--- config.mk ---
export PLATFORM = sky130hd
export DESIGN_NAME = serv_exec_seq
export DESIGN_NICKNAME = d
export VERILOG_FILES = /design/src/rtl/serv_exec_seq_pkg.sv /design/src/rtl/serv_exec_seq_cnt.sv /design/src/rtl/serv_exec_seq.sv
export SDC_FILE = /design/constraint.sdc
export NUM_CORES = 1
export LEC_CHECK = 0
export CAP_MARGIN = 10
export CORE_UTILIZATION = 36
export DETAILED_ROUTE_END_ITERATION = 10
export PLACE_DENSITY = 0.82
export SYNTH_ARGS = -nofsm -noshare
export SYNTH_HDL_FRONTEND = slang
export SYNTH_SLANG_ARGS = --single-unit
--- constraint.sdc ---
create_clock -name clk -period 1.58 [get_ports clk]
set_clock_uncertainty 0.2 [all_clocks]
set_input_delay 0.237 -clock clk [delete_from_list [all_inputs] [get_ports clk]]
set_output_delay 0.237 -clock clk [all_outputs]
set_load 0.03 [all_outputs]
--- src/rtl/serv_exec_seq_pkg.sv ---
// Shared definitions for the per-instruction sequencer: state encodings,
// counter width and the decoded-flag bundle consumed by the FSM.
package serv_exec_seq_pkg;

  localparam int unsigned CNT_W   = 5;
  localparam int unsigned STATE_W = 3;

  // Kept as plain constants so the encoding matches the legacy header values
  localparam logic [STATE_W-1:0] S_RST   = 3'd0;
  localparam logic [STATE_W-1:0] S_FETCH = 3'd1;
  localparam logic [STATE_W-1:0] S_RF    = 3'd2;
  localparam logic [STATE_W-1:0] S_INIT  = 3'd3;
  localparam logic [STATE_W-1:0] S_WAIT  = 3'd4;
  localparam logic [STATE_W-1:0] S_RUN   = 3'd5;

  // Decoder control outputs the sequencer reacts to
  typedef struct packed {
    logic two_stage;
    logic dbus;
    logic shift;
    logic mdu;
  } dec_flags_t;

endpackage

--- src/rtl/serv_exec_seq_cnt.sv ---
// Serial bit-index counter: advances by W per enabled cycle, wraps mod 32.
// Ports: clk, i_rst_n (async active-low), i_en (step), o_cnt (bit index),
//        o_done (index is the last step of a pass, 32-W).
module serv_exec_seq_cnt
  import serv_exec_seq_pkg::*;
#(
  parameter int unsigned W = 4
) (
  input  logic             clk,
  input  logic             i_rst_n,
  input  logic             i_en,
  output logic [CNT_W-1:0] o_cnt,
  output logic             o_done
);

  localparam logic [CNT_W-1:0] STEP = CNT_W'(W);
  localparam logic [CNT_W-1:0] LAST = CNT_W'(32 - W);

  logic [CNT_W-1:0] r_cnt;

  // Natural 5-bit overflow returns the index to 0 after the last step
  always_ff @(posedge clk or negedge i_rst_n) begin
    if (!i_rst_n) begin
      r_cnt <= '0;
    end else if (i_en) begin
      r_cnt <= r_cnt + STEP;
    end
  end

  assign o_cnt  = r_cnt;
  assign o_done = (r_cnt == LAST);

endmodule

--- src/rtl/serv_exec_seq.sv ---
// Per-instruction sequencer for the bit/nibble-serial core: fetch, RF read
// request, optional INIT pass, stall for dbus/MDU/shifter, RUN pass.
// Ports: clk, i_rst_n; ibus (o_ibus_cyc/i_ibus_ack, o_decode_en);
//        decoded flags (i_two_stage_op, i_dbus_en, i_shift_op, i_mdu_op);
//        RF (o_rf_rreq/i_rf_ready); serial control (o_init, o_cnt_en, o_cnt,
//        o_cnt_done, o_pc_en); stall handshakes (o_dbus_cyc/i_dbus_ack,
//        o_mdu_valid/i_mdu_ready, i_sh_done).
module serv_exec_seq
  import serv_exec_seq_pkg::*;
#(
  parameter int unsigned W   = 4,
  parameter int unsigned MDU = 0
) (
  input  logic       clk,
  input  logic       i_rst_n,
  output logic       o_ibus_cyc,
  input  logic       i_ibus_ack,
  output logic       o_decode_en,
  input  logic       i_two_stage_op,
  input  logic       i_dbus_en,
  input  logic       i_shift_op,
  input  logic       i_mdu_op,
  output logic       o_rf_rreq,
  input  logic       i_rf_ready,
  output logic       o_init,
  output logic       o_cnt_en,
  output logic [4:0] o_cnt,
  output logic       o_cnt_done,
  output logic       o_dbus_cyc,
  input  logic       i_dbus_ack,
  output logic       o_mdu_valid,
  input  logic       i_mdu_ready,
  input  logic       i_sh_done,
  output logic       o_pc_en
);

  localparam logic MDU_EN = (MDU != 0);

  logic [STATE_W-1:0] r_state;
  logic [STATE_W-1:0] w_next;
  logic               r_rf_first;
  dec_flags_t         w_dec;
  logic               w_mdu_wait;
  logic               w_dbus_wait;
  logic               w_sh_wait;
  logic               w_cnt_en;
  logic               w_cnt_done;
  logic [CNT_W-1:0]   w_cnt;

  assign w_dec = '{two_stage: i_two_stage_op, dbus: i_dbus_en,
                   shift: i_shift_op, mdu: i_mdu_op};

  // Stall source selection: mdu > dbus > shift
  assign w_mdu_wait  = MDU_EN & w_dec.mdu;
  assign w_dbus_wait = w_dec.dbus & ~w_mdu_wait;
  assign w_sh_wait   = w_dec.shift & ~w_mdu_wait & ~w_dec.dbus;

  assign w_cnt_en = (r_state == S_INIT) | (r_state == S_RUN);

  serv_exec_seq_cnt #(.W(W)) u_cnt (
    .clk     (clk),
    .i_rst_n (i_rst_n),
    .i_en    (w_cnt_en),
    .o_cnt   (w_cnt),
    .o_done  (w_cnt_done)
  );

  // State register; r_rf_first marks the cycle right after the fetch ack
  always_ff @(posedge clk or negedge i_rst_n) begin
    if (!i_rst_n) begin
      r_state    <= S_RST;
      r_rf_first <= 1'b0;
    end else begin
      r_state    <= w_next;
      r_rf_first <= (r_state == S_FETCH) & i_ibus_ack;
    end
  end

  // Next-state logic
  always_comb begin
    w_next = r_state;
    case (r_state)
      S_RST:   w_next = S_FETCH;
      S_FETCH: if (i_ibus_ack) w_next = S_RF;
      S_RF:    if (i_rf_ready) w_next = w_dec.two_stage ? S_INIT : S_RUN;
      S_INIT:  if (w_cnt_done) w_next = S_WAIT;
      S_WAIT: begin
        if (w_mdu_wait) begin
          if (i_mdu_ready) w_next = S_RUN;
        end else if (w_dbus_wait) begin
          if (i_dbus_ack) w_next = S_RUN;
        end else if (w_sh_wait) begin
          if (i_sh_done) w_next = S_RUN;
        end else begin
          w_next = S_RUN;
        end
      end
      S_RUN:   if (w_cnt_done) w_next = S_FETCH;
      default: w_next = S_RST;
    endcase
  end

  // Outputs decode the reset-cleared state so they all drop with reset
  assign o_ibus_cyc  = (r_state == S_FETCH);
  assign o_decode_en = (r_state == S_FETCH) & i_ibus_ack;
  assign o_rf_rreq   = r_rf_first;
  assign o_init      = (r_state == S_INIT);
  assign o_cnt_en    = w_cnt_en;
  assign o_cnt       = w_cnt;
  assign o_cnt_done  = w_cnt_en & w_cnt_done;
  assign o_dbus_cyc  = (r_state == S_WAIT) & w_dbus_wait;
  assign o_mdu_valid = (r_state == S_WAIT) & w_mdu_wait;
  assign o_pc_en     = (r_state == S_RUN);

endmodule

==> impl_metrics.tcl, run 1 <==
set metrics [dict create \
    status "complete, but fails checks" \
    failed_checks "negative setup slack" \
    required_ns 1.14 \
    die_area_um2 1470 \
    io_pins 25 \
    cts-htree-levels 1 \
    grt_util_all_layers_pct 18.8 \
    power.share.sequential_pct 19.7 \
    ys_ff_latch 7 \
    rsz0062_at_grt "true" \
    drv_cap 0 \
    n_fill_cell 88 \
    fin_nets 98 \
    swShare_pct 42.9 \
    p_int_mw 1.12 \
    path_max_fanout 4 \
    grt_pass1_wl_um 1830 \
    clk_latency_ns 0.24 \
    die_x_um 38.3 \
    synth_edf_count 0 \
    layout-drive-gt1-share_pct 50.0 \
    r2r-start "r_state[1]$_DFFE_PN0P_" \
    remaining_drc_errors 0 \
    synth_warnings 0 \
    synthFlopType "dfrtp_1" \
    cts_buffer_depth 2 \
    utilization_pct 74.4 \
    power_mw 1.95 \
    crit_slowest_cell "dfrtp_2" \
    path_clk_slew_ns 0.05 \
    setup_ws_ns -0.113 \
    crit_path_end_kind "output port" \
    antenna_cells 0 \
    clkPwrFrac_pct 8.0 \
    period_share_pct 107 \
    rows 12 \
    ctsHoldBuffers 0 \
    slowest_delay_ns 0.44 \
    finalSetupViolations 8 \
    synth_commonest_cells "dfrtp_1 (7), inv_1 (6), buf_4 (4), nor2_1 (4)" \
    avgSynthCellArea_um2 9.70 \
    multi_input_area_um2 309 \
    port-buffer-count 19 \
    power_density_nw_per_um2 2240 \
    crit_end "o_cnt_en" \
    antenna_found_initial 0 \
    p_leak_nw 0.420 \
    seqCellArea_um2 179 \
    die_h_um 38.3 \
    hold_viol_final 0 \
    synthCells 49 \
    dp_hpwl_um 820 \
    startpoint "r_state[1]$_DFFE_PN0P_" \
    combPwrFrac_pct 72.3 \
    seq_area_frac_synth_pct 36.8 \
    cts_made_buffers 3 \
    synthArstFlopShare_pct 100 \
    wl_per_cell_um 13.5 \
    grt_start_max_net_pins 8 \
    synthMostInstantiatedCell "dfrtp_1" \
    ant_nets 0 \
    initial_core_util_pct 40.6 \
    cts_root_buf "clkbuf_4" \
    ff2ff_setup_slack_ns -0.10 \
    synth_largest_area_cell "dfrtp_1" \
    hp-class "input pin to asynchronous set/reset pin" \
    postRouteWirelength_um 1330 \
    r2r-end "u_cnt.o_cnt[3]$_DFFE_PN0P_" \
    worstSetupPathType "register to output port" \
    drtPass1Iterations 2 \
    irDropWorstVdd_mv 1.11 \
    num_vias 458 \
    gr-total-overflow 0 \
    gp_congestion 0.793 \
    ff2ff_path_depth 5 \
    drtIter0Drc 8 \
    cts_tree "built" \
    yosysUniqueCellTypes 25 \
    area_growth_pct 83.2 \
    grt_pass1_vias 423 \
    synthTopCellsByArea "dfrtp_1 (37%), buf_4 (6.3%), mux2_4 (6.3%), ha_1 (5.3%), inv_1 (4.7%)" \
    startpoint_type "register" \
    slew_violations 0 \
    crit_chain "and2b_4, o21ai_4, inv_2, buf_6" \
    core-area_um2 1170 \
    synth.top_cell.area_share_pct 36.8 \
    period_needed_ns 1.69 \
    p_switching_mw 0.837 \
    arrival_ns 1.26 \
    max_freq_mhz 591 \
    clock-sinks 7 \
    vias_per_cell 4.67 \
    synthesis.area_um2 475 \
]
## worst max-delay path: cells and delay by family (launching register included)
kind	cells	cell delay, ns
simple gates	1	0.19
compound gates	1	0.19
buf+inv	2	0.18
flops	1	0.44
## worst min path at each step
stage | startpoint | end | slack, ns
floorplan | i_rst_n | o_rf_rreq$_DFF_PN0_ | -0.26
global placement | u_cnt.o_cnt[2]$_DFFE_PN0P_ | u_cnt.o_cnt[2]$_DFFE_PN0P_ | 0.28
detailed placement | u_cnt.o_cnt[2]$_DFFE_PN0P_ | u_cnt.o_cnt[2]$_DFFE_PN0P_ | 0.28
CTS | i_rst_n | u_cnt.o_cnt[4]$_DFFE_PN0P_ | 0.06
global route | i_rst_n | u_cnt.o_cnt[4]$_DFFE_PN0P_ | 0.06
finish | i_rst_n | u_cnt.o_cnt[4]$_DFFE_PN0P_ | 0.05
## layout make-up
class | count | area share (%)
multi-input combinational | 34 | 35.5
tap | 14 | 2.01
sequential | 7 | 20.5
timing repair buffer | 33 | 36.1
clock buffer | 4 | 3.02
inverter | 6 | 2.87
## layer usage
layer | vias to the layer above | track usage (%) | routed length (um)
met5 | - | 0 | 0
met4 | 0 | 8.62 | 31
met3 | 2 | 4.07 | 50
met2 | 17 | 33.9 | 726
met1 | 212 | 20.9 | 517
li1 | 227 | - | -
## power groups by stage
stage	sequential (mW)	combinational [mW]	clock (mW)
final	0.385	1.41	0.156
after detailed placement	0.351	1.09	0
after floorplan	0.443	0.635	0
after global placement	0.345	1.06	0
after global routing	0.399	1.50	0.179
after CTS	0.370	1.30	0.161
## through the flow
step                      cells  cell area (um2)  worst slack [ns]   TNS, ns  hold slack, ns
after global routing         98              871            -0.161     -1.03          0.0619
after floorplan              51              502          -0.00138  -0.00138          -0.259
final                        98              871            -0.113    -0.590          0.0502
after global placement       85              699           0.00449         0           0.276
after CTS                    96              832            -0.118    -0.461          0.0562
after detailed placement     85              699          -0.00728  -0.00728           0.284
## state kept, by name, indices dropped and copies added, names as in the netlist
register     count
r_state          3
u_cnt.o_cnt      3
o_rf_rreq        1
## placed cells by master (no fill, tap or decap), types with 2 or more instances in the layout
| master | n |
|---|---|
| buf_6 | 11 |
| buf_4 | 10 |
| clkdlybuf4s50_1 | 8 |
| inv_1 | 4 |
| dfrtp_1 | 4 |
| dlygate4sd2_1 | 4 |
| o21ai_1 | 3 |
| conb_1 | 3 |
| clkbuf_4 | 3 |
| dfrtp_2 | 3 |
| nor2_4 | 2 |
| and2_4 | 2 |
| nor2_1 | 2 |
| nor2b_1 | 2 |
| a31oi_1 | 2 |
| mux2_4 | 2 |
| ha_4 | 2 |
## timing repair
action,in CTS,in global routing
endpoints found under the setup margin,12,11
resized for setup,22,7
buffers inserted,7,3
gates cloned,0,0
pin swaps,1,5
## cell families after synthesis
| kind of cell | Yosys count | synth area share [%] |
|---|---|---|
| AND/OR/NAND/NOR | 15 | 19.7 |
| AO/OA/AOI/OAI | 10 | 16.1 |
| buffers and inverters | 10 | 11.1 |
| flip-flops | 7 | 36.8 |
| multiplexers | 3 | 8.42 |
| adder cells (fa/ha/maj) | 2 | 5.26 |
| other | 1 | 0.789 |
| XOR/XNOR | 1 | 1.84 |
No activity file was read; power rests on OpenSTA's default activity.
==> inputs of run 2 (changes only) <==
Settings changed: CORE_AREA set to 2 2 39 41, CORE_UTILIZATION 36 to unset, DIE_AREA set to 0 0 41 43.
==> run 2 against run 1 <==
Net effect:
- non-clock buffer count down 3
- die area up 20%
- first-iteration DRC count fell by 13%
- largest power group unchanged
- utilization shrank 14 points
- hold slack got worse by 0.0072 ns
- the flow still finishes with violations (negative setup slack)
- highest routed layer unchanged
- clock-buffer cell count unchanged
- sequential share of layout area is 1.0 points higher
- register-to-register slack improved by 0.09 ns
==> impl_metrics.tcl, run 2 (synthesis results as in run 1) <==
set metrics [dict create \
    status "complete, but fails checks" \
    failed_checks "negative setup slack" \
    ctsHoldBuffers 0 \
    die_h_um 43 \
    drv_cap 0 \
    required_ns 1.14 \
    rsz0062_at_grt "true" \
    rows 14 \
    mostFrequentLayoutCells "buf_4 (11), clkdlybuf4s50_1 (8), buf_6 (7)" \
    die_area_um2 1760 \
    core-area_um2 1380 \
    grt_pass1_vias 442 \
    antenna_found_initial 0 \
    grt_pass1_wl_um 1930 \
    hold_viol_final 0 \
    gp_congestion 0.797 \
    fin_area_um2 835 \
    cts_tree "built" \
    gr-total-overflow 0 \
    drtIter0Drc 7 \
    crit_slowest_cell "dfrtp_2" \
    crit_end "o_cnt_done" \
    wl_per_cell_um 13.7 \
    io_pins 25 \
    hp-class "input pin to asynchronous set/reset pin" \
    arrival_ns 1.28 \
    remaining_drc_errors 0 \
    power_density_nw_per_um2 2250 \
    die_x_um 41 \
    cts_made_buffers 3 \
    max_freq_mhz 583 \
    slowest_delay_ns 0.44 \
    area_growth_pct 75.5 \
    dpl_cell_area_um2 687 \
    clk_latency_ns 0.25 \
    ff2ff_path_depth 4 \
    clock-sinks 7 \
    port-buffer-count 19 \
    power_mw 1.87 \
    dp_hpwl_um 825 \
    seqCellArea_um2 180 \
    cts_root_buf "clkbuf_4" \
    setup_ws_ns -0.136 \
    num_vias 491 \
    fin_nets 95 \
    drtPass1Iterations 4 \
    period_share_pct 109 \
    worstSetupPathType "register to output port" \
    finalSetupViolations 7 \
    ant_nets 0 \
    postRouteWirelength_um 1330 \
    slew_violations 0 \
    startpoint "r_state[2]$_DFFE_PN0P_" \
    crit_path_end_kind "output port" \
    initial_core_util_pct 34.4 \
    period_needed_ns 1.72 \
    vias_per_cell 5.06 \
    grt_util_all_layers_pct 16.3 \
    r2r-end "u_cnt.o_cnt[4]$_DFFE_PN0P_" \
    r2r-start "r_state[2]$_DFFE_PN0P_" \
    ff2ff_setup_slack_ns -0.01 \
    layout-drive-gt1-share_pct 49.4 \
    path_clk_slew_ns 0.05 \
    crit_chain "and2b_4, o21ai_4, nor2_4, buf_6" \
    p_leak_nw 0.408 \
    grt_start_max_net_pins 8 \
    path_max_fanout 4 \
    irDropWorstVdd_mv 1.17 \
    cts-htree-levels 1 \
    startpoint_type "register" \
    antenna_cells 0 \
    final_common_cell "buf_4" \
    multi_input_area_um2 309 \
    n_fill_cell 118 \
    cts_buffer_depth 2 \
]
==> run 2: worst min-delay path by stage <==
stage                                     from                    endpoint  slack [ns]
global route                           i_rst_n  u_cnt.o_cnt[2]$_DFFE_PN0P_        0.06
CTS                                    i_rst_n  u_cnt.o_cnt[2]$_DFFE_PN0P_        0.05
finish                                 i_rst_n  u_cnt.o_cnt[2]$_DFFE_PN0P_        0.04
floorplan                              i_rst_n         o_rf_rreq$_DFF_PN0_       -0.26
global placement    u_cnt.o_cnt[2]$_DFFE_PN0P_  u_cnt.o_cnt[2]$_DFFE_PN0P_        0.28
detailed placement  u_cnt.o_cnt[2]$_DFFE_PN0P_  u_cnt.o_cnt[2]$_DFFE_PN0P_        0.29
==> run 2: routing by layer <==
metal	GRT usage [%]	vias to the layer above	share of wire [%]
li1	-	222	-
met1	16.9	242	37
met2	29.7	25	55
met3	4.71	2	7.2
met4	4.00	0	1.1
met5	0	-	0
==> run 2: repair_timing <==
action / CTS / global route
pin swaps: 2 / 5
gates resized for setup: 18 / 8
setup buffers: 6 / 2
gates cloned: 0 / 0
endpoints found under the setup margin: 14 / 12
==> run 2: critical path: cells and delay by family (launching register included) <==
kind                   cells  cell delay [ns]
AO/OA/AOI/OAI              1             0.07
buffers and inverters      1             0.13
flip-flops                 1             0.44
AND/OR/NAND/NOR            2             0.39
==> run 2: metrics by stage <==
stage	setup WS [ns]	util, %	hold slack (ns)	std cells	TNS [ns]
floorplan	-0.00138	-	-0.259	51	-0.00138
global placement	-0.00762	49.6	0.279	85	-0.00762
detailed placement	-0.0125	49.6	0.287	85	-0.0290
CTS	-0.162	57.8	0.0465	95	-0.717
global route	-0.173	60.3	0.0574	97	-0.765
finish	-0.136	60.3	0.0431	97	-0.462
==> run 2: power breakdown <==
part	leakage, nW	internal [mW]	switching, mW	total, mW
Clock	0.0150	0.0963	0.0645	0.161
Sequential	0.0804	0.277	0.111	0.387
Combinational	0.313	0.678	0.648	1.33
Total	0.408	1.05	0.823	1.87
==> run 2: cell type report <==
class / instances / area share, %
repair buffers: 30 / 33.1
clock buffers: 4 / 3.15
well taps: 16 / 2.40
inverters: 6 / 2.70
flip-flops and latches: 7 / 21.6
multi-input cells: 34 / 37.0
